`config.mk`:
```
export PLATFORM = sky130hd
export DESIGN_NAME = i2c_temp_reader
export DESIGN_NICKNAME = d
export VERILOG_FILES = /design/src/rtl/i2c_pkg.sv /design/src/rtl/i2c_phase_tick.sv /design/src/rtl/i2c_temp_reader.sv
export SDC_FILE = /design/constraint.sdc
export NUM_CORES = 1
export LEC_CHECK = 0
export CORE_MARGIN = 2
export CORE_UTILIZATION = 62
export CTS_BUF_LIST = sky130_fd_sc_hd__clkbuf_2
export CTS_CLUSTER_DIAMETER = 50
export CTS_CLUSTER_SIZE = 12
export DETAILED_ROUTE_END_ITERATION = 7
export GPL_TIMING_DRIVEN = 0
export PLACE_DENSITY = 0.94
export SETUP_SLACK_MARGIN = 0.02
export SLEW_MARGIN = 20
export SYNTH_ARGS = -nofsm -noshare
export SYNTH_HDL_FRONTEND = slang
export SYNTH_SLANG_ARGS = --single-unit
```
`constraint.sdc`:
```
create_clock -name clk_100MHz -period 4.7 [get_ports clk_100MHz]
set_input_delay 1.41 -clock clk_100MHz [delete_from_list [all_inputs] [get_ports clk_100MHz]]
set_output_delay 1.41 -clock clk_100MHz [all_outputs]
set_load 0.01 [all_outputs]
```
`src/rtl/i2c_pkg.sv`:
```
// rtl/i2c_pkg.sv - shared types and constants for the ADT7420 I2C reader
// Contents:
//   i2c_state_t          transaction sequencer states
//   ADT7420_ADDR         default 7-bit sensor address
//   I2C_CLK_DIV_100KHZ   clk_100MHz cycles per quarter SCL period
//   PH_0..PH_3           phase indices within one SCL bit
package i2c_pkg;

  typedef enum logic [3:0] {
    ST_IDLE,
    ST_START,
    ST_ADDR,
    ST_ADDR_ACK,
    ST_RD_MSB,
    ST_M_ACK,
    ST_RD_LSB,
    ST_M_NACK,
    ST_STOP
  } i2c_state_t;

  localparam logic [6:0] ADT7420_ADDR       = 7'h4B;
  localparam int         I2C_CLK_DIV_100KHZ = 250;

  localparam logic [1:0] PH_0 = 2'd0;
  localparam logic [1:0] PH_1 = 2'd1;
  localparam logic [1:0] PH_2 = 2'd2;
  localparam logic [1:0] PH_3 = 2'd3;

endpackage

```
`src/rtl/i2c_phase_tick.sv`:
```
// rtl/i2c_phase_tick.sv - quarter-SCL-period divider and phase index
// Ports:
//   clk         system clock
//   reset       synchronous active-high reset
//   en          divider runs only while high; low clears divider and phase
//   phase_clr   on a tick, force the next phase index to PH_0 instead of +1
//   phase_tick  one-cycle pulse on the last cycle of each phase
//   phase       current phase index, wraps 3 -> 0
module i2c_phase_tick
  import i2c_pkg::*;
#(
  parameter int CLK_DIV = I2C_CLK_DIV_100KHZ
) (
  input  logic       clk,
  input  logic       reset,
  input  logic       en,
  input  logic       phase_clr,
  output logic       phase_tick,
  output logic [1:0] phase
);

  localparam logic [7:0] DIV_LAST = 8'(CLK_DIV - 1);

  logic [7:0] div_cnt;

  assign phase_tick = en && (div_cnt == DIV_LAST);

  always_ff @(posedge clk) begin
    if (reset || !en) begin
      div_cnt <= '0;
      phase   <= PH_0;
    end else if (div_cnt == DIV_LAST) begin
      div_cnt <= '0;
      phase   <= phase_clr ? PH_0 : phase + 2'd1;
    end else begin
      div_cnt <= div_cnt + 8'd1;
    end
  end

endmodule

```
`src/rtl/i2c_temp_reader.sv`:
```
// rtl/i2c_temp_reader.sv - I2C master that reads one 16-bit word from the ADT7420
// Ports:
//   clk_100MHz  system clock
//   reset       synchronous active-high reset (releases bus, no STOP)
//   start       single-cycle request, accepted only while idle
//   sda_i       synchronised SDA pad level
//   sda_oe      1 = pull SDA low
//   scl_oe      1 = pull SCL low
//   busy        transaction in progress
//   temp_data   last successfully read word {MSB, LSB}
//   data_valid  one-cycle pulse when temp_data updates
//   ack_error   one-cycle pulse when the address byte was NACKed
module i2c_temp_reader
  import i2c_pkg::*;
#(
  parameter int         CLK_DIV    = I2C_CLK_DIV_100KHZ,
  parameter logic [6:0] SLAVE_ADDR = ADT7420_ADDR
) (
  input  logic        clk_100MHz,
  input  logic        reset,
  input  logic        start,
  input  logic        sda_i,
  output logic        sda_oe,
  output logic        scl_oe,
  output logic        busy,
  output logic [15:0] temp_data,
  output logic        data_valid,
  output logic        ack_error
);

  localparam logic [7:0] ADDR_BYTE = {SLAVE_ADDR, 1'b1};

  i2c_state_t state, state_n;
  logic       phase_tick;
  logic [1:0] phase;
  logic       phase_clr;
  logic [2:0] bit_cnt;
  logic [7:0] rx_shift;
  logic [7:0] msb_byte;
  logic       addr_nack;
  logic       sample;
  logic       bit_end;
  logic       byte_end;
  logic       stop_end;

  assign busy      = (state != ST_IDLE);
  // START is only two phases long, so restart the phase count for the first bit
  assign phase_clr = (state == ST_START) && (phase == PH_1);
  assign sample    = phase_tick && (phase == PH_1);
  assign bit_end   = phase_tick && (phase == PH_3);
  assign byte_end  = bit_end && (bit_cnt == 3'd7);
  assign stop_end  = (state == ST_STOP) && phase_tick && (phase == PH_2);

  i2c_phase_tick #(.CLK_DIV(CLK_DIV)) u_tick (
    .clk        (clk_100MHz),
    .reset      (reset),
    .en         (busy),
    .phase_clr  (phase_clr),
    .phase_tick (phase_tick),
    .phase      (phase)
  );

  always_ff @(posedge clk_100MHz) begin
    if (reset) state <= ST_IDLE;
    else       state <= state_n;
  end

  always_comb begin
    state_n = state;
    sda_oe  = 1'b0;
    scl_oe  = 1'b0;
    case (state)
      ST_IDLE: begin
        if (start) state_n = ST_START;
      end
      ST_START: begin
        sda_oe = (phase == PH_1);
        if (phase_tick && phase == PH_1) state_n = ST_ADDR;
      end
      ST_ADDR: begin
        sda_oe = !ADDR_BYTE[3'd7 - bit_cnt];
        scl_oe = (phase == PH_0) || (phase == PH_3);
        if (byte_end) state_n = ST_ADDR_ACK;
      end
      ST_ADDR_ACK: begin
        scl_oe = (phase == PH_0) || (phase == PH_3);
        if (bit_end) state_n = addr_nack ? ST_STOP : ST_RD_MSB;
      end
      ST_RD_MSB: begin
        scl_oe = (phase == PH_0) || (phase == PH_3);
        if (byte_end) state_n = ST_M_ACK;
      end
      ST_M_ACK: begin
        sda_oe = 1'b1;
        scl_oe = (phase == PH_0) || (phase == PH_3);
        if (bit_end) state_n = ST_RD_LSB;
      end
      ST_RD_LSB: begin
        scl_oe = (phase == PH_0) || (phase == PH_3);
        if (byte_end) state_n = ST_M_NACK;
      end
      ST_M_NACK: begin
        scl_oe = (phase == PH_0) || (phase == PH_3);
        if (bit_end) state_n = ST_STOP;
      end
      ST_STOP: begin
        // SCL low/SDA low, then SCL high/SDA low, then SDA rises: the STOP edge
        sda_oe = (phase != PH_2);
        scl_oe = (phase == PH_0);
        if (stop_end) state_n = ST_IDLE;
      end
      default: state_n = ST_IDLE;
    endcase
  end

  always_ff @(posedge clk_100MHz) begin
    if (reset) begin
      bit_cnt    <= '0;
      rx_shift   <= '0;
      msb_byte   <= '0;
      addr_nack  <= 1'b0;
      temp_data  <= '0;
      data_valid <= 1'b0;
      ack_error  <= 1'b0;
    end else begin
      data_valid <= 1'b0;
      ack_error  <= 1'b0;
      if (bit_end && (state == ST_ADDR || state == ST_RD_MSB || state == ST_RD_LSB))
        bit_cnt <= bit_cnt + 3'd1;
      if (sample && (state == ST_RD_MSB || state == ST_RD_LSB))
        rx_shift <= {rx_shift[6:0], sda_i};
      // last MSB bit was shifted in at P1, so rx_shift is complete by P3
      if (byte_end && state == ST_RD_MSB)
        msb_byte <= rx_shift;
      if (state == ST_IDLE)
        addr_nack <= 1'b0;
      else if (sample && state == ST_ADDR_ACK)
        addr_nack <= sda_i;
      if (stop_end) begin
        if (addr_nack) begin
          ack_error <= 1'b1;
        end else begin
          data_valid <= 1'b1;
          temp_data  <= {msb_byte, rx_shift};
        end
      end
    end
  end

endmodule

```
* After elaboration in Yosys (flattened, before gate mapping)
Memory sizes are Yosys's and may differ from the RTL's.
Index checks and enable logic that the tools add are counted.
** Operators by class
- Add/sub/neg operators :: 4
- Order comparisons :: 1
- Eq/ne operators :: 23
- Multiplexer cells :: 17
- Bitwise logic cells :: 2
- Reductions and logical operators :: 27
** Operators with widths (count)
- 4-bit two-way mux :: 10
- 4-bit one-hot mux with 9 select lines :: 1
- 2-bit inequality test (second input constant) :: 10
- 4-bit by 3-bit equality test with 1-bit output (second input constant) :: 4
- 1-bit logical AND :: 11
- 9-bit AND reduction :: 1
- 8-bit by 1-bit adder with 8-bit output (second input constant) :: 1
- 4-bit by 2-bit equality test with 1-bit output (second input constant) :: 2
- 8-bit equality test (second input constant) :: 1
- 2-bit OR reduction :: 3
- 6-bit OR reduction :: 1
- 1-bit logical OR :: 5
- 2-bit equality test (second input constant) :: 2
- 4-bit by 1-bit equality test with 1-bit output (second input constant) :: 1
- 4-bit equality test (second input constant) :: 1
- 4-bit logical NOT :: 1
- 3-bit by 4-bit less-than comparator with 1-bit output (second input constant) :: 1
- 1-bit one-hot mux with 4 select lines :: 1
- 4-bit nonzero test :: 1
- 3-bit by 1-bit adder with 3-bit output (second input constant) :: 1
- 3-bit equality test (second input constant) :: 1
- 1-bit two-way mux :: 3
- 3-bit subtractor (first input constant) :: 1
- 2-bit by 1-bit adder with 2-bit output (second input constant) :: 1
- 7 further kinds :: 9
** Storage, ports and cells
- Bits in registers :: 52
- Memory bits (read-only) :: 8
- Bits of input ports :: 4
- Output and inout bits :: 21
- Word-level logic and storage cells :: 85
- Memories kept :: 1
** Memories
- (no name shown) :: depth 8, width 1, rd ports 1, clocked after Yosys merged registers in 0, wr ports 0, line i2c_temp_reader.sv:81 : sda_oe = !ADDR_BYTE[3'd7 - bit_cnt];

* Logic depth before layout (Yosys ltp)
Gate-level depths: netlist (run 1).
- Depth after elaboration :: 6
- Gate-level depth with buffers :: 7
- Gate-level depth less buffers :: 6

* Cells and area by module
From an unflattened synthesis (run 1), not the netlist that was laid out.
** Second synthesis, totals
- Cells, all modules :: 241
- Area total of the unflattened synthesis :: 2341.0 µm²
** By module, submodules not included
- i2c_temp_reader :: times used 1, cells each 188, area an instance 1871.8 µm², sequential area each 840.8 µm²
- i2c_phase_tick :: times used 1, cells each 53, area an instance 469.2 µm², sequential area each 200.2 µm²

* Least setup slack after synthesis (run 1)
OpenSTA, ideal clock, no wires.
- Path type :: register to output
- Start point :: register state[2]
- End point :: output port sda_oe
- Data arrival time :: 1199 ps
- Required time :: 3290 ps
- Slack :: 2091 ps
- Cell stages (with the launch flop) :: 4
- Buffers on the path :: 1
- Path through :: dfxtp_1 > buf_6 > or4b_4 > o22ai_1
** On the way
- Longest elaborated chain between the ends :: 2
- Elaborated cells on any way between the ends :: 5
- Classes of those cells :: 4 x eq/ne; 1 x mux
** RTL lines
- from (decl) :: line i2c_temp_reader.sv:33 : i2c_state_t state, state_n;
- from (signal assigned) :: line i2c_temp_reader.sv:65 : else state <= state_n;
- 4-bit equality test (tied with other cells) :: line i2c_temp_reader.sv:72 : case (state)
- 1-bit one-hot mux with 4 select lines (*) :: line i2c_temp_reader.sv:72
- to (decl) :: line i2c_temp_reader.sv:23 : output logic sda_oe,
Mark *: on every way between the ends. The rest lies on a longest branch, timed or not.

* Final worst setup path (run 1)
- Start point :: register state[1]
- End point :: output port scl_oe
** On the way
- Longest elaborated chain between the ends :: 3
- Elaborated cells on any way between the ends :: 9
- Classes of those cells :: 7 x eq/ne; 1 x mux; 1 x reduce/logical
** RTL lines
- 4-bit by 2-bit equality test with 1-bit output or 4-bit by 3-bit equality test with 1-bit output (tied branches) :: line i2c_temp_reader.sv:72
- 6-bit OR reduction (no line)
- 1-bit one-hot mux with 2 select lines (*) :: line i2c_temp_reader.sv:72
- to (decl) :: line i2c_temp_reader.sv:24 : output logic scl_oe,
Marked as above.

==> results.md, run 1 <==
- The run finished with clean final reports.
- Input and output buffers added on the ports amount to 24.
- The final hold slack is roughly 0.47 ns.
- The count of nets left with antenna violations after detail routing is 0.
- The first-pass GRT wire length is approximately 8.0 mm.
- The maximum clock insertion buffer count is 2.
- The die outline height is around 65 um.
- The cts-stage hold buffer count is 0.
- The cell taking the most area after synthesis is sky130_fd_sc_hd__dfxtp_1.
- For the pin with the worst max-slew slack, the measured transition is about 0.75 ns.
- Of the available clock period, the critical path in the final layout requires 0.807.
- The synthesized netlist contains 43 unique library cells.
- The routed design has approximately 4.7 mm of wire.
- Between clock sinks in the finished design, the worst skew comes to around 0.027 ns.
- Routability-driven placement finished with a final weighted congestion of just over 0.9.
- The residual DRC count is 0.
- The number of clock buffers added by TritonCTS is 5.
- The number of inserted filler cells in the final layout is ~260.
- The worst path arrival time is 2.38 ns.
- The power density relative to cell area is ~250 mW/mm^2.
- Dividing the detail-routed via count by the number of cells gives roughly 5.8.
- The count of final max-slew check failures is 0.
- For this configuration, the core starts out at a cell density of 0.641.
- Of the synthesized area, sequential elements account for 0.447.
- During synthesis, Yosys emitted a total of 0 warnings.
- The final number of hold-violating endpoints is 0.
- In this run the count of I/O pins placed on the die edge is 25.
- The setup TNS is 0 ns.
- The clock tree root driver cell is sky130_fd_sc_hd__clkbuf_2.
- The post-CTS setup repair buffer count is 0.
- The library cell used most frequently in the layout, excluding fill and tap cells, is sky130_fd_sc_hd__dfxtp_1.
- The number of global-route vias before repair is between 1,500 and 2,000.
- On the critical path, the stage with the largest delay is an instance of sky130_fd_sc_hd__clkdlybuf4s50_1.
- In the final routing, the length of wire on met1 measures approximately 2.2 mm.
- The number of storage elements in the synthesis netlist is 52.
- The maximum frequency from static timing analysis is approximately 260 MHz.
- The number of antenna violations at the first check in global routing is 0.
- In this run the worst hold path is classified as reg2reg.
- The synthesized area divided by synthesized cell count is 9.21 sq um.
- The clock latency of the later-clocked register in the worst-skew pair is around 0.45 ns.
- The top cell types in the final layout, fill and taps aside, are 52 x sky130_fd_sc_hd__dfxtp_1, 34 x sky130_fd_sc_hd__nor2_1, 24 x sky130_fd_sc_hd__clkdlybuf4s50_1.
- The clock edge transition at the registers on the reported setup and hold paths is just under 0.3 ns.
- For this run, the total global-route usage over all layers was measured as 0.239.
- Headroom to the max-slew limit came out at 0.497.
- The TritonCTS clock tree is done.
- By area the synthesized netlist is led by sky130_fd_sc_hd__dfxtp_1 45%, sky130_fd_sc_hd__mux2i_1 8.6%, sky130_fd_sc_hd__nor2_1 5.5%.
- Setup repair after global routing left no endpoint under its margin.
- After legalization and detailed placement, the total HPWL measured approximately 3.4 mm.
- In this run the static leakage power is ~0.90 nW.
- STA classifies the critical path endpoint as an output port.
- Entering global routing, the biggest net connects 19 pins.
- By startpoint and endpoint, the worst setup path is classified as reg2out.
- The total number of nets in the final design is between 200 and 300.
- The number of gates given a new drive strength after cts is 0.
- The total grt overflow is 0.
- After detailed routing, the met2 layer carries 2.21 mm of wire.
- The die covers about 0.0043 sq mm.
- The top metal layer carrying routed signals is met4.
- Synthesis produced a netlist with a net count of between 200 and 300.
- The final-report setup violation count is 0.
- The max-capacitance violation count is 0.
- Summed over all nets, wire length on met3 after detailed routing comes to 276 um.
- The site row count is 22.
- The share of flip-flops with an asynchronous set or reset is 0.
- The peak fanout along the critical path is 10.
- The area growth from synthesis to layout is 15.1%.
- Traced cell by cell, the critical path runs through clkbuf_1 -> nor2_1 -> and3_1 -> nand2_1 -> o31ai_1 -> clkdlybuf4s50_1.
- The number of standard cells after synthesis is 253.
- In this design, the stage delay of the slowest critical-path cell is 0.58 ns.
- The die span in x is between 60 and 70 um.
- The core region is about 0.0036 sq mm.
- The worst path needs ~3.8 ns of the cycle, external delays included.
- The most used flip-flop cell after synthesis is sky130_fd_sc_hd__dfxtp_1.
- The share of post-route cells with drive strength above 1 is 0.0807.
- After detailed routing, the average wire length per cell comes to approximately 14 um.
- STA classifies the critical path startpoint as a register.
- The number of diodes added for antenna fixing is 0.
- In this run, the number of DRC markers left after iteration 0 of detailed routing was roughly 180.
- The total via count after detailed routing is 1,923.
- For this design, the sink count on the clock tree is between 50 and 60.
- The detailed-router iteration count before antenna repair is 4.
- The critical path data required time is about 3.3 ns.
- The share of the synthesized area in the top cell type is 0.447.
- The maximum vdd ir drop is between 0.15 and 0.2 mV.
- The clock tree synthesis step divided the H-tree into 2 levels.
- The post-synthesis instance area is 0.00233 sq mm.
- Yosys mapped a number of flops with a built-in enable equal to 0.
critical path, delay by kind of cell, from the launching register on:
kind / cells / cell delay [ns]
AO/OA/AOI/OAI: 1 / 0.07
flip-flops: 1 / 0.37
AND/OR/NAND/NOR: 3 / 0.70
buffers and inverters: 2 / 0.80
registers in the layout, indices dropped and copies added, names as in the netlist:
| signal | count |
|---|---|
| u_tick.phase | 2 |
| addr_nack | 1 |
| rx_shift | 8 |
| bit_cnt | 3 |
| msb_byte | 8 |
| ack_error | 1 |
| temp_data | 16 |
| data_valid | 1 |
| state | 4 |
| u_tick.div_cnt | 8 |
logic make-up (layout without fill, tap and decap cells):
family | Yosys count | count (layout) | synth area share
mux | 20 | 20 | 0.0859
flops | 52 | 52 | 0.447
buf+inv | 22 | 54 | 0.0494
compound gates | 51 | 51 | 0.123
simple gates | 91 | 91 | 0.216
fa+ha+maj | 9 | 9 | 0.0483
xor+xnor | 8 | 8 | 0.0301
through the flow:
| step | utilization | std cells | power, mW | area [sq um] | setup slack (ns) |
|---|---|---|---|---|---|
| after global routing | 0.738 | 333 | 0.685 | 2680 | 0.740 |
| after detailed placement | 0.724 | 325 | 0.474 | 2630 | 1.48 |
| after global placement | 0.724 | 325 | 0.474 | 2630 | 1.51 |
| final | 0.738 | 333 | 0.660 | 2680 | 0.909 |
| after CTS | 0.738 | 333 | 0.663 | 2680 | 0.956 |
| after floorplan | - | 253 | 0.466 | 2330 | 2.09 |
layer usage:
metal,GRT usage,vias to the layer above
met5,0,-
met4,0.0781,0
met3,0.0497,9
met2,0.386,68
met1,0.321,895
li1,-,951
where the power goes:
group	total, mW	switching (mW)	leakage (nW)	internal (mW)
Sequential	0.445	0.000897	0.419	0.444
Combinational	0.0215	0.0136	0.451	0.00791
Clock	0.194	0.152	0.0311	0.0416
Total	0.660	0.167	0.901	0.494
worst paths after layout:
check	from	slack (ns)	to	cells after the start
worst max-delay path	state[1]	0.91	scl_oe	6
worst min-delay path	msb_byte[6]	0.47	temp_data[14]	2
worst max register to register	u_tick.div_cnt[0]	2.58	temp_data[11]	6
worst min register to register	msb_byte[6]	0.47	temp_data[14]	2
Yosys cell counts (all sizes together), types with 2 or more instances:
cell	count
dfxtp	52
nor2	34
a21oi	22
nand3	22
mux2i	20
o21ai	19
ha	9
clkbuf	8
inv	8
nand2	8
buf	6
nor4	5
xnor2	4
xor2	4
nand3b	3
or2	3
and3	2
nand2b	2
nand4	2
nor3	2
o31ai	2
or3b	2
layout make-up:
type	count	area, sq um	area share
Tap cell	48	60.1	0.0224
Sequential cell	52	1040	0.388
Buffer	14	85.1	0.0317
Clock buffer	5	25.0	0.00933
Multi-Input combinational cell	179	1170	0.438
Timing Repair Buffer	24	240	0.0896
Clock inverter	3	27.5	0.0103
Inverter	8	30.0	0.0112
Power figures use the tool's default switching activity.
==> run 2: changes to the inputs <==
- CORE_UTILIZATION: 62 -> 58
- PLACE_DENSITY: 0.94 -> 0.9
- clock period: 4.7 -> 3.82 ns (I/O delays scaled with it)
==> results.md, run 2 (synthesized netlist as in run 1, its figures left out) <==
- The residual DRC count is 0.
- The count of final max-slew check failures is 0.
- The start-to-end type of the worst setup path is reg2out.
- The count of input and output buffers is 24.
- The slowest library cell on the worst path is sky130_fd_sc_hd__clkdlybuf4s50_1.
- The tree is rooted in a sky130_fd_sc_hd__clkbuf_2.
- Dividing the detail-routed via count by the number of cells gives ~5.7.
- The flow ran to the end, and the final reports show no timing, DRC or antenna violations.
- IR analysis of the VDD net gives a maximum drop of between 0.1 and 0.15 mV.
- In the detailed route, the total length drawn on met3 is 227 um.
- The total placed cells including tap cells is around 330.
- The detail route stage leaves a number of antenna-violating nets equal to 0.
- The starting utilization of the core area is 0.591.
- The worst register-to-register path ends at temp_data[12].
- The detailed-router iteration count before antenna repair is 4.
- Once detailed placement completed, the half-perimeter wirelength came to between 3 and 4 mm.
- The clock edge transition at the registers on the reported setup and hold paths is 0.29 ns.
- The maximum frequency from static timing analysis is 282 MHz.
- The length of routed met2 wiring is ~2.3 mm.
- Summed over all layers, the routed wires come to 4.84 mm.
- The I/O pin total is 25.
- The kind of launch point of the worst setup path is a register.
- The source of the worst hold timing path is msb_byte[6].
- Counting the fill cells in the layout gives roughly 320.
- The total grt overflow is 0.
- The library cell used most frequently in the layout, excluding fill and tap cells, is sky130_fd_sc_hd__dfxtp_1.
- The site row count is 23.
- The number of standard cells in the final layout excluding fillers is 335.
- The number of diodes added for antenna fixing is 0.
- Headroom to the max-slew limit came out at 0.466.
- In this run the power density over the cells is slightly above 300 mW/mm^2.
- The placement-stage worst setup slack is 0.833 ns.
- The die footprint is about 0.0045 sq mm.
- CTS saw 52 sinks.
- The final number of hold-violating endpoints is 0.
- The CTS buffer count is 5.
- In this run the worst setup path begins at state[1].
- The number of logic stages on the critical path including buffering is 6.
- TritonCTS built the clock tree.
- The signal on the critical path passes through clkbuf_1 -> nor2_1 -> and3_1 -> nand2_1 -> o31ai_1 -> clkdlybuf4s50_1.
- At the end of routability-driven placement, the weighted congestion stood at roughly 0.95.
- Signal routing reaches up to met4.
- The sum of buffers and inverters on the critical path is 2.
- The detailed router finished its first iteration with approximately 170 violations.
- The worst stage delay on the critical path is around 0.58 ns.
- The largest net degree at the start of global routing is 18.
- At the later pin of the worst-skew pair, clock insertion delay measures between 0.4 and 0.5 ns.
- The critical path data required time is ~2.7 ns.
- The dominant delay contributor by cell family on the critical path is buffers and inverters.
- The share of post-route cells with drive strength above 1 is 0.0807.
- The final period demand of the worst path is between 3 and 4 ns.
- The number of global-route vias before repair came to between 1,500 and 2,000.
- Compared with the post-synthesis result, the final layout area differs by 15.0%.
- Setup violations remaining at the end of the flow were counted as 0.
- The max-capacitance violation count is 0.
- For this run, the total global-route usage over all layers was measured as 0.230.
- The detailed router put a total of roughly 2.2 mm of wire on met1.
- The total design power is around 0.81 mW.
- Setup repair after global routing left no endpoint under its margin.
- The worst register-to-register path has a setup slack of 1.65 ns.
- The worst setup margin is between 0.2 and 0.3 ns.
- The maximum clock insertion buffer count is 2.
- The worst setup path is captured at an output port.
- The worst hold-check path type is reg2reg.
- Post-CTS timing repair inserted 0 buffers for setup.
- The end point of the most critical hold path is temp_data[14].
- Summed over all failing endpoints, the final setup total negative slack is 0 ns.
- The measured slew at the worst slew-check pin is a little under 0.8 ns.
- For this design the static power due to leakage is roughly 0.90 nW.
- After clock tree synthesis, the repair step resized 0 gates.
- For the final database, setup skew stands at 0.0343 ns.
- The count of cells along the worst hold path is 2.
- The startpoint identified for the worst register-to-register timing path is u_tick.div_cnt[0].
- The count of cells along the worst register-to-register path is 6.
- The number of antenna violations at the first check in global routing is 0.
- The cts-stage hold buffer count is 0.
- The largest register by flop count is temp_data.
- In this run the number of H-tree levels came out at 2.
- From left edge to right edge, the die measures just under 70 um.
- The first global-routing pass estimated 7.86 mm of wire.
- The core region is just under 0.004 sq mm.
- The die outline height is about 67 um.
- The register with the most flip-flops in the layout has 16 of them.
- Data arrives at the worst endpoint at roughly 2.4 ns.
- The library cells used most frequently in the layout, excluding fill and tap cells, are 52 x sky130_fd_sc_hd__dfxtp_1, 34 x sky130_fd_sc_hd__nor2_1, 24 x sky130_fd_sc_hd__clkdlybuf4s50_1.
- The routed layout has 1,901 vias.
- Along the worst path, the maximum fanout reaches 10.
- The total number of nets in the final design is 297.
- In the finished design, the share of the clock period the worst path needs comes to 0.930.
- After detailed routing, the average wire length per cell comes to approximately 14 um.
-- run 2: cell types whose count changed in the layout (fill, tap and decap cells not counted) --
cell,previous run,this run
sky130_fd_sc_hd__inv_8,1,0
sky130_fd_sc_hd__clkinvlp_4,1,0
sky130_fd_sc_hd__clkinv_2,0,1
sky130_fd_sc_hd__inv_6,0,1
-- run 2: power breakdown --
| part | total [mW] | switching [mW] | leakage (nW) | internal, mW |
|---|---|---|---|---|
| combinational | 0.0267 | 0.0169 | 0.451 | 0.00974 |
| clock | 0.235 | 0.186 | 0.0333 | 0.0484 |
| sequential | 0.548 | 0.00121 | 0.419 | 0.546 |
-- run 2: worst reg2reg max path: cells and delay by family (launching register included) --
kind | cells | cell delay [ns]
compound gates | 1 | 0.15
fa+ha+maj | 1 | 0.16
buf+inv | 1 | 0.34
flops | 1 | 0.44
simple gates | 3 | 1.06
-- run 2: routing by layer --
layer  track usage  vias to the layer above
met3        0.0467                        9
li1              -                      950
met4         0.107                        0
met5             0                        -
met1         0.298                      885
met2         0.368                       57
-- run 2: area by class of cell --
cell class / count / area (sq um) / share of cell area
plain buffers: 14 / 85.1 / 0.0317
clock buffers: 5 / 25.0 / 0.00934
clock inverters: 3 / 22.5 / 0.00840
inverters: 8 / 30.0 / 0.0112
multi-input cells: 179 / 1170 / 0.438
flip-flops and latches: 52 / 1040 / 0.388
well taps: 50 / 62.6 / 0.0233
repair buffers: 24 / 240 / 0.0896
-- run 2: how the worst max path moves through the flow --
stage	end	slack (ns)
3_5_place_dp	scl_oe	0.83
2_1_floorplan	sda_oe	1.47
4_1_cts	scl_oe	0.30
5_1_grt	scl_oe	0.08
3_3_place_gp	scl_oe	0.84
6_report	scl_oe	0.27
-- run 2: per-stage QoR --
stage	cell area (sq um)	utilization	hold WS [ns]
global placement	2630	0.668	0.449
floorplan	2330	-	0.433
global route	2680	0.680	0.482
detailed placement	2630	0.668	0.457
CTS	2680	0.680	0.473
finish	2680	0.680	0.461
==> run 3: changes to the inputs <==
- ABC_AREA: not set -> 1
==> results.md, run 3 <==
- The utilization of the core after routing is 0.706.
- The number of inserted filler cells in the final layout is approximately 300.
- When the netlist entered floorplanning its net count stood at between 300 and 400.
- Of all nets on the critical path, the largest fanout is 3.
- After routing the design area is between 0.002 and 0.003 sq mm.
- The count of final max-slew check failures is 0.
- Measured along the x axis, the die boundary spans 66.7 um.
- The length of routed met2 wiring is around 2.0 mm.
- The measured slew at the worst slew-check pin is about 0.37 ns.
- The critical path endpoint category is an output port.
- The top metal layer carrying routed signals is met4.
- The flow ran to the end, and the final reports show no timing, DRC or antenna violations.
- The maximum clock insertion buffer count is 2.
- The HPWL reported at the end of detailed placement is 3.17 mm.
- The count of input and output buffers is 24.
- The share of the clock period used by the worst path is 0.887.
- After detailed routing, the average wire length per cell comes to 11.5 um.
- The count of H-tree levels built during CTS is 2.
- 0 antenna diodes ended up in the layout.
- The number of setup buffers added after CTS is 0.
- Among all cell types in the netlist, the one instantiated most often is sky130_fd_sc_hd__nor2_1.
- The clock latency of the later-clocked register in the worst-skew pair is between 0.4 and 0.5 ns.
- After floorplanning, the core was sized to cover 0.00372 sq mm.
- The final number of hold-violating endpoints came to 0.
- The clock share of power is 0.187.
- The worst path arrival time is around 2.2 ns.
- The total number of nets in the final design is 335.
- After synthesis, the mean cell area works out to between 7 and 8 sq um.
- The synthesized design contains 0 enable-type register cells.
- Using the TritonRoute via totals, the vias-per-cell ratio works out to 5.24.
- The detailed-router iteration count before antenna repair is 4.
- In the global route stage, overall resource usage came out at 0.218.
- Setup repair after global routing left no endpoint under its margin.
- The distinct cell type count of the synthesized netlist is 34.
- The number of storage elements in the synthesis netlist is between 50 and 60.
- For this design the total switching power over the nets is about 0.40 mW.
- The number of gates given a new drive strength after cts is 0.
- The final period demand of the worst path is roughly 3.4 ns.
- The residual DRC count is 0.
- The CTS buffer count is 5.
- The most used flip-flop cell after synthesis is sky130_fd_sc_hd__dfxtp_1.
- Counting cells, the worst reg-to-reg path comes to 9.
- The initial utilization of the core area, before any placement, comes to 0.614.
- The length of routed wiring on met1 is roughly 2.0 mm.
- The layout-stage area growth over the synthesis result is 15.0%.
- The worst hold-check path type is reg2reg.
- IR analysis of the VDD net gives a maximum drop of 0.270 mV.
- Dividing total power by cell area gives a power density of about 430 mW/mm^2.
- The total leakage power is between 1 and 1.5 nW.
- TritonCTS built the clock tree.
- The share of the Yosys chip area taken by registers is 0.456.
- The largest register by flop count is temp_data.
- For this block, the initial DRC count from the detailed router was 84.
- For this design, the slowest cell found on the critical path is sky130_fd_sc_hd__clkdlybuf4s50_1.
- The part of the power in registers is 0.528.
- The internal power component is roughly 0.74 mW.
- The maximum frequency from static timing analysis is roughly 290 MHz.
- The setup TNS is 0 ns.
- The share of post-route cells with drive strength above 1 is 0.0991.
- Headroom to the max-slew limit came out at 0.752.
- Global routing finished with a remaining overflow of 0.
- STA classifies the critical path startpoint as a register.
- The start-to-end type of the worst setup path is reg2out.
- The critical path data required time is 2.67 ns.
- The die footprint is approximately 0.0045 sq mm.
- Across all layers, the routed design uses around 2,000 vias.
- The library cell used most frequently in the layout, excluding fill and tap cells, is sky130_fd_sc_hd__nor2_1.
- The combinational power share is 0.285.
- The routed wire length on met3 is a little under 200 um.
- By count the netlist is led by 54 x sky130_fd_sc_hd__nor2_1, 52 x sky130_fd_sc_hd__dfxtp_1, 34 x sky130_fd_sc_hd__inv_1, 31 x sky130_fd_sc_hd__o21ai_0, 26 x sky130_fd_sc_hd__nand2_1.
- Setup slack on the critical path of the routed design comes to approximately 0.43 ns.
- The count of nets left with antenna violations after detail routing is 0.
- The post-synthesis instance area is 0.00228 sq mm.
- The clock sink total is 52.
- The proportion of total power due to net switching is 0.352.
- The biggest area contributor in the post-synthesis netlist is sky130_fd_sc_hd__dfxtp_1.
- Leaving out fill and tap cells, the most frequent cells in the layout are 54 x sky130_fd_sc_hd__nor2_1, 52 x sky130_fd_sc_hd__dfxtp_1, 34 x sky130_fd_sc_hd__inv_1.
- The clock tree root driver cell is sky130_fd_sc_hd__clkbuf_2.
- The final hold slack is 0.473 ns.
- The placement-stage worst setup slack is approximately 0.92 ns.
- The final-report setup violation count is 0.
- The number of standard cells after synthesis is around 290.
- Max-cap violations in this run came to 0.
- The site row count is 22.
- For this design, the CTS-stage hold fixing added 0 buffers.
- The number of antenna violations at the first check in global routing is 0.
- During I/O placement, the number of pins put on the boundary was 25.
- In this run the vertical extent of the chip is roughly 67 um.
- In the post-synthesis netlist, the biggest area contributors are sky130_fd_sc_hd__dfxtp_1 46%, sky130_fd_sc_hd__nor2_1 8.9%, sky130_fd_sc_hd__o21ai_0 6.8%.
- The final weighted congestion of routability-driven global placement is around 0.86.
- The first-pass GRT wire length is between 7 and 8 mm.
- Once placement finished, the instance area stood at between 0.002 and 0.003 sq mm.
- The number of flip-flops in the largest register is 16.
- The number of global-route vias before repair is roughly 1,700.
- The share of the synthesized area in the top cell type is 0.456.
- The largest net degree at the start of global routing is 17.
- The critical path goes through inv_1 -> ha_1 -> nor2_1 -> or3_1 -> o2111ai_1 -> clkdlybuf4s50_1.
- The share of flip-flops with an asynchronous set or reset is 0.
- The Yosys step of the flow raised 0 warnings.
- The worst stage delay on the critical path is 0.56 ns.
- The clock edge transition at the registers on the reported setup and hold paths is approximately 0.25 ns.
- Counting instances, the worst hold path has a depth of 2.
- The wire length after detailed routing is between 4 and 5 mm.
- The final clock skew is between 0.015 and 0.02 ns.
run 3: final cells by class:
cell class | instances | area, sq um | share of cell area
Tap cell | 48 | 60.1 | 0.0229
Sequential cell | 52 | 1040 | 0.397
Inverter | 38 | 148 | 0.0562
Buffer | 7 | 43.8 | 0.0167
Clock buffer | 5 | 25.0 | 0.00953
Timing Repair Buffer | 24 | 240 | 0.0915
Multi-Input combinational cell | 194 | 1050 | 0.400
Clock inverter | 3 | 17.5 | 0.00667
run 3: layer usage:
layer / vias up / track usage
met4: 0 / 0.0689
met2: 56 / 0.348
met3: 6 / 0.0524
li1: 1015 / -
met1: 866 / 0.290
met5: - / 0
run 3: final timing paths:
check | from | slack, ns | end
worst min register to register | msb_byte[1] | 0.47 | temp_data[9]
worst min-delay path | msb_byte[1] | 0.47 | temp_data[9]
worst max-delay path | bit_cnt[0] | 0.43 | sda_oe
worst max register to register | u_tick.div_cnt[0] | 2.02 | msb_byte[7]
run 3: critical path: cells and delay by family (launching register included):
family,cells,cell delay (ns)
and+or+nand+nor,2,0.40
buffers and inverters,2,0.63
DFF,1,0.40
AOI/OAI and AO/OA,1,0.09
adders and majority gates,1,0.31
run 3: cells by family (layout without fill, tap and decap cells):
| family | Yosys count | after routing | share of synthesized area |
|---|---|---|---|
| and+or+nand+nor | 114 | 114 | 0.241 |
| adders and majority gates | 9 | 9 | 0.0493 |
| AOI/OAI and AO/OA | 71 | 71 | 0.170 |
| buffers and inverters | 45 | 77 | 0.0839 |
| DFF | 52 | 52 | 0.456 |
run 3: power by group through the flow:
stage | clock network, mW | logic (mW) | registers [mW]
2_1_floorplan | 0 | 0.237 | 0.601
3_3_place_gp | 0 | 0.310 | 0.607
3_5_place_dp | 0 | 0.319 | 0.609
4_1_cts | 0.221 | 0.321 | 0.599
5_1_grt | 0.238 | 0.361 | 0.604
6_report | 0.213 | 0.324 | 0.600
run 3: metrics by stage:
stage,power (mW),std cells
2_1_floorplan,0.838,291
3_3_place_gp,0.917,363
3_5_place_dp,0.928,363
4_1_cts,1.14,371
5_1_grt,1.20,371
6_report,1.14,371
